--- src/rtl/vga_sprite_engine.sv ---
// ============================================================================
// Module   : vga_sprite_engine
// Purpose  : Parametrised VGA timing generator with grid overlay and 1-bpp
//            sprite compositing from an on-chip, write-port-loaded bitmap RAM.
// Revision : 1.0
// ============================================================================
`default_nettype none

module vga_sprite_engine #(
    parameter int H_DISPLAY       = 640,
    parameter int H_FRONT         = 16,
    parameter int H_SYNC          = 96,
    parameter int H_BACK          = 48,
    parameter int V_DISPLAY       = 480,
    parameter int V_FRONT         = 10,
    parameter int V_SYNC          = 2,
    parameter int V_BACK          = 33,
    parameter int SYNC_ACTIVE_LOW = 0,
    parameter int NUM_SPRITES     = 4,
    parameter int SPRITE_SIZE     = 32,
    parameter int COLOR_BITS      = 3,
    parameter int GRID_SIZE       = 32,
    localparam int SEL_W          = (NUM_SPRITES > 1) ? $clog2(NUM_SPRITES) : 1,
    localparam int ROW_W          = $clog2(SPRITE_SIZE)
) (
    input  logic                                clk,
    input  logic                                rst,
    input  logic [NUM_SPRITES*10-1:0]           sprite_x,
    input  logic [NUM_SPRITES*10-1:0]           sprite_y,
    input  logic [NUM_SPRITES-1:0]              sprite_en,
    input  logic [NUM_SPRITES*3*COLOR_BITS-1:0] sprite_color,
    input  logic                                grid_en,
    input  logic                                wr_en,
    input  logic [SEL_W-1:0]                    wr_sprite,
    input  logic [ROW_W-1:0]                    wr_row,
    input  logic [SPRITE_SIZE-1:0]              wr_data,
    output logic [COLOR_BITS-1:0]               red,
    output logic [COLOR_BITS-1:0]               green,
    output logic [COLOR_BITS-1:0]               blue,
    output logic                                hsync,
    output logic                                vsync,
    output logic                                frame_start
);

    localparam int H_TOTAL = H_DISPLAY + H_FRONT + H_SYNC + H_BACK;
    localparam int V_TOTAL = V_DISPLAY + V_FRONT + V_SYNC + V_BACK;
    localparam int CW      = 3 * COLOR_BITS;

    localparam logic [10:0] H_LAST    = 11'(H_TOTAL - 1);
    localparam logic [10:0] V_LAST    = 11'(V_TOTAL - 1);
    localparam logic [10:0] H_ACT     = 11'(H_DISPLAY);
    localparam logic [10:0] V_ACT     = 11'(V_DISPLAY);
    localparam logic [10:0] HS_BEG    = 11'(H_DISPLAY + H_FRONT);
    localparam logic [10:0] HS_END    = 11'(H_DISPLAY + H_FRONT + H_SYNC);
    localparam logic [10:0] VS_BEG    = 11'(V_DISPLAY + V_FRONT);
    localparam logic [10:0] VS_END    = 11'(V_DISPLAY + V_FRONT + V_SYNC);
    localparam logic [10:0] SIZE11    = 11'(SPRITE_SIZE);
    localparam logic [10:0] GRID_MASK = 11'(GRID_SIZE - 1);
    localparam logic        SYNC_IDLE = (SYNC_ACTIVE_LOW != 0);

    // ------------------------------------------------------------------
    // Raster counters
    // ------------------------------------------------------------------
    logic [10:0] h_cnt;
    logic [10:0] v_cnt;
    logic        h_wrap;
    logic        frame_end;

    assign h_wrap    = (h_cnt == H_LAST);
    assign frame_end = h_wrap && (v_cnt == V_LAST);

    always_ff @(posedge clk or posedge rst) begin
        if (rst) begin
            h_cnt <= '0;
            v_cnt <= '0;
        end else if (h_wrap) begin
            h_cnt <= '0;
            v_cnt <= (v_cnt == V_LAST) ? 11'd0 : v_cnt + 11'd1;
        end else begin
            h_cnt <= h_cnt + 11'd1;
        end
    end

    // ------------------------------------------------------------------
    // Shadow sprite attributes, refreshed only at the frame boundary
    // ------------------------------------------------------------------
    logic [NUM_SPRITES-1:0][9:0]    sh_x;
    logic [NUM_SPRITES-1:0][9:0]    sh_y;
    logic [NUM_SPRITES-1:0]         sh_en;
    logic [NUM_SPRITES-1:0][CW-1:0] sh_color;

    always_ff @(posedge clk or posedge rst) begin
        if (rst) begin
            sh_x     <= '0;
            sh_y     <= '0;
            sh_en    <= '0;
            sh_color <= '0;
        end else if (frame_end) begin
            sh_x     <= sprite_x;
            sh_y     <= sprite_y;
            sh_en    <= sprite_en;
            sh_color <= sprite_color;
        end
    end

    // ------------------------------------------------------------------
    // Stage 1: per-sprite hit test and bitmap row fetch
    // ------------------------------------------------------------------
    logic [NUM_SPRITES-1:0] spr_on;

    generate
        for (genvar i = 0; i < NUM_SPRITES; i++) begin : g_sprite
            logic [10:0]            x_left;
            logic [10:0]            y_top;
            logic                   hit_c;
            logic [ROW_W-1:0]       row_c;
            logic [ROW_W-1:0]       col_c;
            logic [SPRITE_SIZE-1:0] mem [SPRITE_SIZE];
            logic [SPRITE_SIZE-1:0] row_q;
            logic                   hit_q;
            logic [ROW_W-1:0]       col_q;
            logic [ROW_W-1:0]       bit_sel;

            // 11-bit compares so a sprite near the far edge clips instead of wrapping
            assign x_left = {1'b0, sh_x[i]};
            assign y_top  = {1'b0, sh_y[i]};
            assign hit_c  = sh_en[i]
                          && (h_cnt >= x_left) && (h_cnt < x_left + SIZE11)
                          && (v_cnt >= y_top)  && (v_cnt < y_top + SIZE11);
            assign row_c  = ROW_W'(v_cnt - y_top);
            assign col_c  = ROW_W'(h_cnt - x_left);

            // Read and write share one edge; the read sees the pre-write word
            always_ff @(posedge clk) begin
                row_q <= mem[row_c];
                if (wr_en && (wr_sprite == SEL_W'(i))) begin
                    mem[wr_row] <= wr_data;
                end
            end

            always_ff @(posedge clk or posedge rst) begin
                if (rst) begin
                    hit_q <= 1'b0;
                    col_q <= '0;
                end else begin
                    hit_q <= hit_c;
                    col_q <= col_c;
                end
            end

            // MSB is the leftmost pixel, so column c selects bit SIZE-1-c
            assign bit_sel   = ~col_q;
            assign spr_on[i] = hit_q && row_q[bit_sel];
        end
    endgenerate

    logic s1_valid;
    logic s1_active;
    logic s1_grid;
    logic s1_hs;
    logic s1_vs;
    logic s1_first;

    always_ff @(posedge clk or posedge rst) begin
        if (rst) begin
            s1_valid  <= 1'b0;
            s1_active <= 1'b0;
            s1_grid   <= 1'b0;
            s1_hs     <= 1'b0;
            s1_vs     <= 1'b0;
            s1_first  <= 1'b0;
        end else begin
            s1_valid  <= 1'b1;
            s1_active <= (h_cnt < H_ACT) && (v_cnt < V_ACT);
            s1_grid   <= ((h_cnt & GRID_MASK) == 11'd0) || ((v_cnt & GRID_MASK) == 11'd0);
            s1_hs     <= (h_cnt >= HS_BEG) && (h_cnt < HS_END);
            s1_vs     <= (v_cnt >= VS_BEG) && (v_cnt < VS_END);
            s1_first  <= (h_cnt == 11'd0) && (v_cnt == 11'd0);
        end
    end

    // ------------------------------------------------------------------
    // Stage 2: priority compositing and output registers
    // ------------------------------------------------------------------
    logic [CW-1:0] pix;

    always_comb begin
        pix = '0;
        if (s1_valid && s1_active) begin
            if (grid_en && s1_grid) begin
                pix = '1;
            end else begin
                // Scan high to low so the lowest-index sprite wins
                for (int i = NUM_SPRITES - 1; i >= 0; i--) begin
                    if (spr_on[i]) begin
                        pix = sh_color[i];
                    end
                end
            end
        end
    end

    always_ff @(posedge clk or posedge rst) begin
        if (rst) begin
            red         <= '0;
            green       <= '0;
            blue        <= '0;
            hsync       <= SYNC_IDLE;
            vsync       <= SYNC_IDLE;
            frame_start <= 1'b0;
        end else begin
            red         <= pix[CW-1 -: COLOR_BITS];
            green       <= pix[2*COLOR_BITS-1 -: COLOR_BITS];
            blue        <= pix[COLOR_BITS-1:0];
            hsync       <= s1_hs ^ SYNC_IDLE;
            vsync       <= s1_vs ^ SYNC_IDLE;
            frame_start <= s1_valid && s1_first;
        end
    end

endmodule

`default_nettype wire

--- config.mk ---
export PLATFORM = sky130hd
export DESIGN_NAME = vga_sprite_engine
export DESIGN_NICKNAME = d
export VERILOG_FILES = /design/src/rtl/vga_sprite_engine.sv
export SDC_FILE = /design/constraint.sdc
export NUM_CORES = 2
export LEC_CHECK = 0
export ABC_CLOCK_PERIOD_IN_PS = 7160
export BUFFER_PORTS_ARGS = -buffer_cell sky130_fd_sc_hd__buf_2
export CAP_MARGIN = 15
export CORE_AREA = 5 5 538 540
export CTS_BUF_LIST = sky130_fd_sc_hd__clkbuf_16
export DETAILED_ROUTE_END_ITERATION = 6
export DIE_AREA = 0 0 543 545
export HOLD_SLACK_MARGIN = 0.05
export PLACE_DENSITY = 0.77
export SYNTH_ARGS = -nofsm -noshare
export SYNTH_HDL_FRONTEND = slang
export SYNTH_SLANG_ARGS = --single-unit
export TNS_END_PERCENT = 20
--- constraint.sdc ---
create_clock -name clk -period 7.16 [get_ports clk]
set_clock_uncertainty 0.05 [all_clocks]
set_input_delay 1.432 -clock clk [delete_from_list [all_inputs] [get_ports clk]]
set_output_delay 1.432 -clock clk [all_outputs]
set_load 0.01 [all_outputs]
==> flow_summary_export.csv <==
group,metric,value,unit
outcome,status,"complete, but fails checks",
outcome,violations,"design-rule violations",
placement,port_buffers,174,
synth,synth-main-ff-cell,"edfxtp_1",
global_route,grt_overflow,0,
cts,cts_tree,"built",
synth,synth.distinct_cells,63,
drt,drt_wl_total,454000,µm
critical_path,r2r-start,"v_cnt[0]",
floorplanning,start_util,0.598,
placement,place_congestion,0.862,
drt,dr_total_vias,82900,
final_layout,final_util,0.674,
final_layout,layout.nets,8079,
cts,clock_tree.buffer_depth,4,
critical_path,startpoint,"v_cnt[0]",
synth,ys_ff_latch,4408,
placement,dpl_worst_slack,2.51,ns
critical_path,criticalPathCategory,"flip-flop to flip-flop",
synth,syn_nets,7604,
floorplanning,dieArea,296000,µm²
timing,setup_viol,0,
cts,path_clk_slew,0.06,ns
global_route,antenna_found_initial,29,
synth,synth_top_cell_by_area,"edfxtp_1",
global_route,grt_pass1_wl,640000,µm
global_route,grt_pass1_vias,85800,
critical_path,ff2ff_path_depth,8,
timing,maxSlewHeadroom,0.208,
synth,yosys-top-cells-count,"edfxtp_1 (4096), mux4_2 (1315), clkbuf_1 (236), dfrtp_1 (184), nor2_1 (178)",
critical_path,required,7.95,ns
final_layout,layout-drive-gt1-share,0.327,
synth,yosysMostFrequentCell,"edfxtp_1",
global_route,grt_max_degree,133,
critical_path,endpoint_kind,"flip-flop",
floorplanning,rows,196,
floorplanning,die_height,545,µm
synth,syn_area,170000,µm²
floorplanning,core_region_area,284000,µm²
critical_path,path_max_fanout,102,
pwr,power.leakage,63.3,nW
cts,hold_buffers,0,
final_layout,fillers,16500,
cts,postCtsSetupRepairBufs,0,
timing,min_period,4.77,ns
drt,drt-pass1-iter-count,7,
floorplanning,die_w,543,µm
timing,fmax,0.210,GHz
synth,postSynthCellCount,7293,
timing,setup_tns,0,ns
hold_path,min_path_type,"flip-flop to flip-flop",
flow_run,drv_cap,0,
synth,synth_area_leaders,"edfxtp_1 (72%), mux4_2 (17%), dfrtp_1 (2.7%)",
timing,rsz0062_at_grt,"no",
cts,cts_resized,0,
pwr,power_density,270,nW/µm²
drt,drc,6,
final_layout,syn2layout_area_growth,12.7,%
cts,htreeDepth,5,
placement,dp_hpwl,222000,µm
synth,yosysSeqAreaShare,0.767,
drt,drtAntennaViolNets,0,
cts,clock_latency,0.97,ns
critical_path,crit_arrival,5.56,ns
floorplanning,io_pins,175,
global_route,grt.total_usage,0.309,
timing,slew_violations,0,
cts,cts_root_buffer,"clkbuf_16",
drt,viasPerCell,6.95,
cts,cts_made_buffers,426,
synth,ys_warn_count,0,
synth,synth_edf_count,4096,
cts,cts.sink_count,4408,
drt,first_iter_violations,13700,
timing,finalCritPeriodShare,0.667,
timing,fin_ws,2.39,ns
synth,avgSynthCellArea,23.3,µm²
hold_path,hold_path.startpoint,"s1_hs",
critical_path,start_kind,"flip-flop",
hold_path,whs_path_depth,0,
timing,worst_slew_pin_slew,1.19,ns
drt,wire_per_inst,38.1,µm
timing,hold_viol,0,
pwr,worst_ir_drop_vdd,242,µV
synth,synthArstFlopShare,0.0417,
synth,yosysTopAreaCellShare,0.725,
report_power, final:
part           switching [mW]  internal, mW
Combinational           0.581         0.104
Sequential             0.0295          28.2
Clock                    9.81          12.9
Total                    10.4          41.3
path summary, 6_finish.rpt:
kind	slack, ns	to
min reg2reg	0.30	hsync
min in group asynchronous	0.45	s1_valid
max in group asynchronous	5.29	g_sprite[0].y_top[5]
max reg2reg	2.39	g_sprite[1].row_q[16]
min	0.30	hsync
max	2.39	g_sprite[1].row_q[16]
cell families (layout without fill, tap and decap cells):
logic type               Yosys count  in the layout  share of synthesized area
buffers and inverters            463           1308                     0.0110
flip-flops                      4408           4408                      0.767
AND/OR/NAND/NOR                  490            490                     0.0132
AO/OA/AOI/OAI                    225            225                    0.00794
other                              1             20                  0.0000221
adder cells (fa/ha/maj)          148            148                     0.0113
XOR/XNOR                          55             55                    0.00284
multiplexers                    1503           1503                      0.187
layout by cell type, fill, tap and decap left out, types with 64 or more instances in the layout:
master,n
buf_2,142
buf_4,222
clkbuf_16,430
clkinv_1,103
clkinv_2,84
dfrtp_1,184
dfxtp_1,128
edfxtp_1,4096
ha_1,136
inv_1,189
mux2_2,170
mux4_2,1315
nand2_1,145
nor2_4,132
o21ai_1,64
per-layer routing:
metal | GRT usage | vias up | wire length [µm]
met2 | 0.502 | 6277 | 224000
met5 | 0 | - | 27
li1 | - | 31900 | -
met4 | 0.166 | 4 | 29700
met3 | 0.0630 | 1254 | 52700
met1 | 0.401 | 43500 | 147000
through the flow:
step                instances  cell area [µm²]  total power [mW]  hold slack (ns)
finish                  11900           191000              51.7            0.299
detailed placement      11100           177000              29.5            0.286
global placement        11100           177000              29.4            0.287
CTS                     11900           191000              51.9            0.299
global route            11900           191000              53.1            0.325
floorplan                7293           170000              28.9            0.281
state kept, by name, indices dropped and copies added (netlist names), 3 cells and up:
signal and count:
v_cnt 11, g_sprite.mem 4096, g_sprite.hit_q 4, blue 3, h_cnt 11, sh_en 4
g_sprite.col_q 20, green 3, g_sprite.x_left 40, red 3, g_sprite.row_q 128, sh_color 36
g_sprite.y_top 40
critical path, stage by stage (launching register included):
cell     delay (ns)
dfrtp_1        0.40
inv_1          0.65
ha_4           0.24
inv_1          0.05
fa_4           1.32
buf_12         0.52
mux4_2         0.41
mux4_2         0.54
mux2_2         0.29
area by class of cell:
class	count	area (µm²)	area share
inverters	117	447	0.00234
multi-input cells	2422	38900	0.203
clock inverters	368	3330	0.0174
flip-flops and latches	4408	130000	0.681
diodes	19	47.5	0.000249
well taps	3762	4710	0.0246
repair buffers	393	2950	0.0154
clock buffers	430	10800	0.0563
Note: power is estimated with default switching activity, not from simulation.
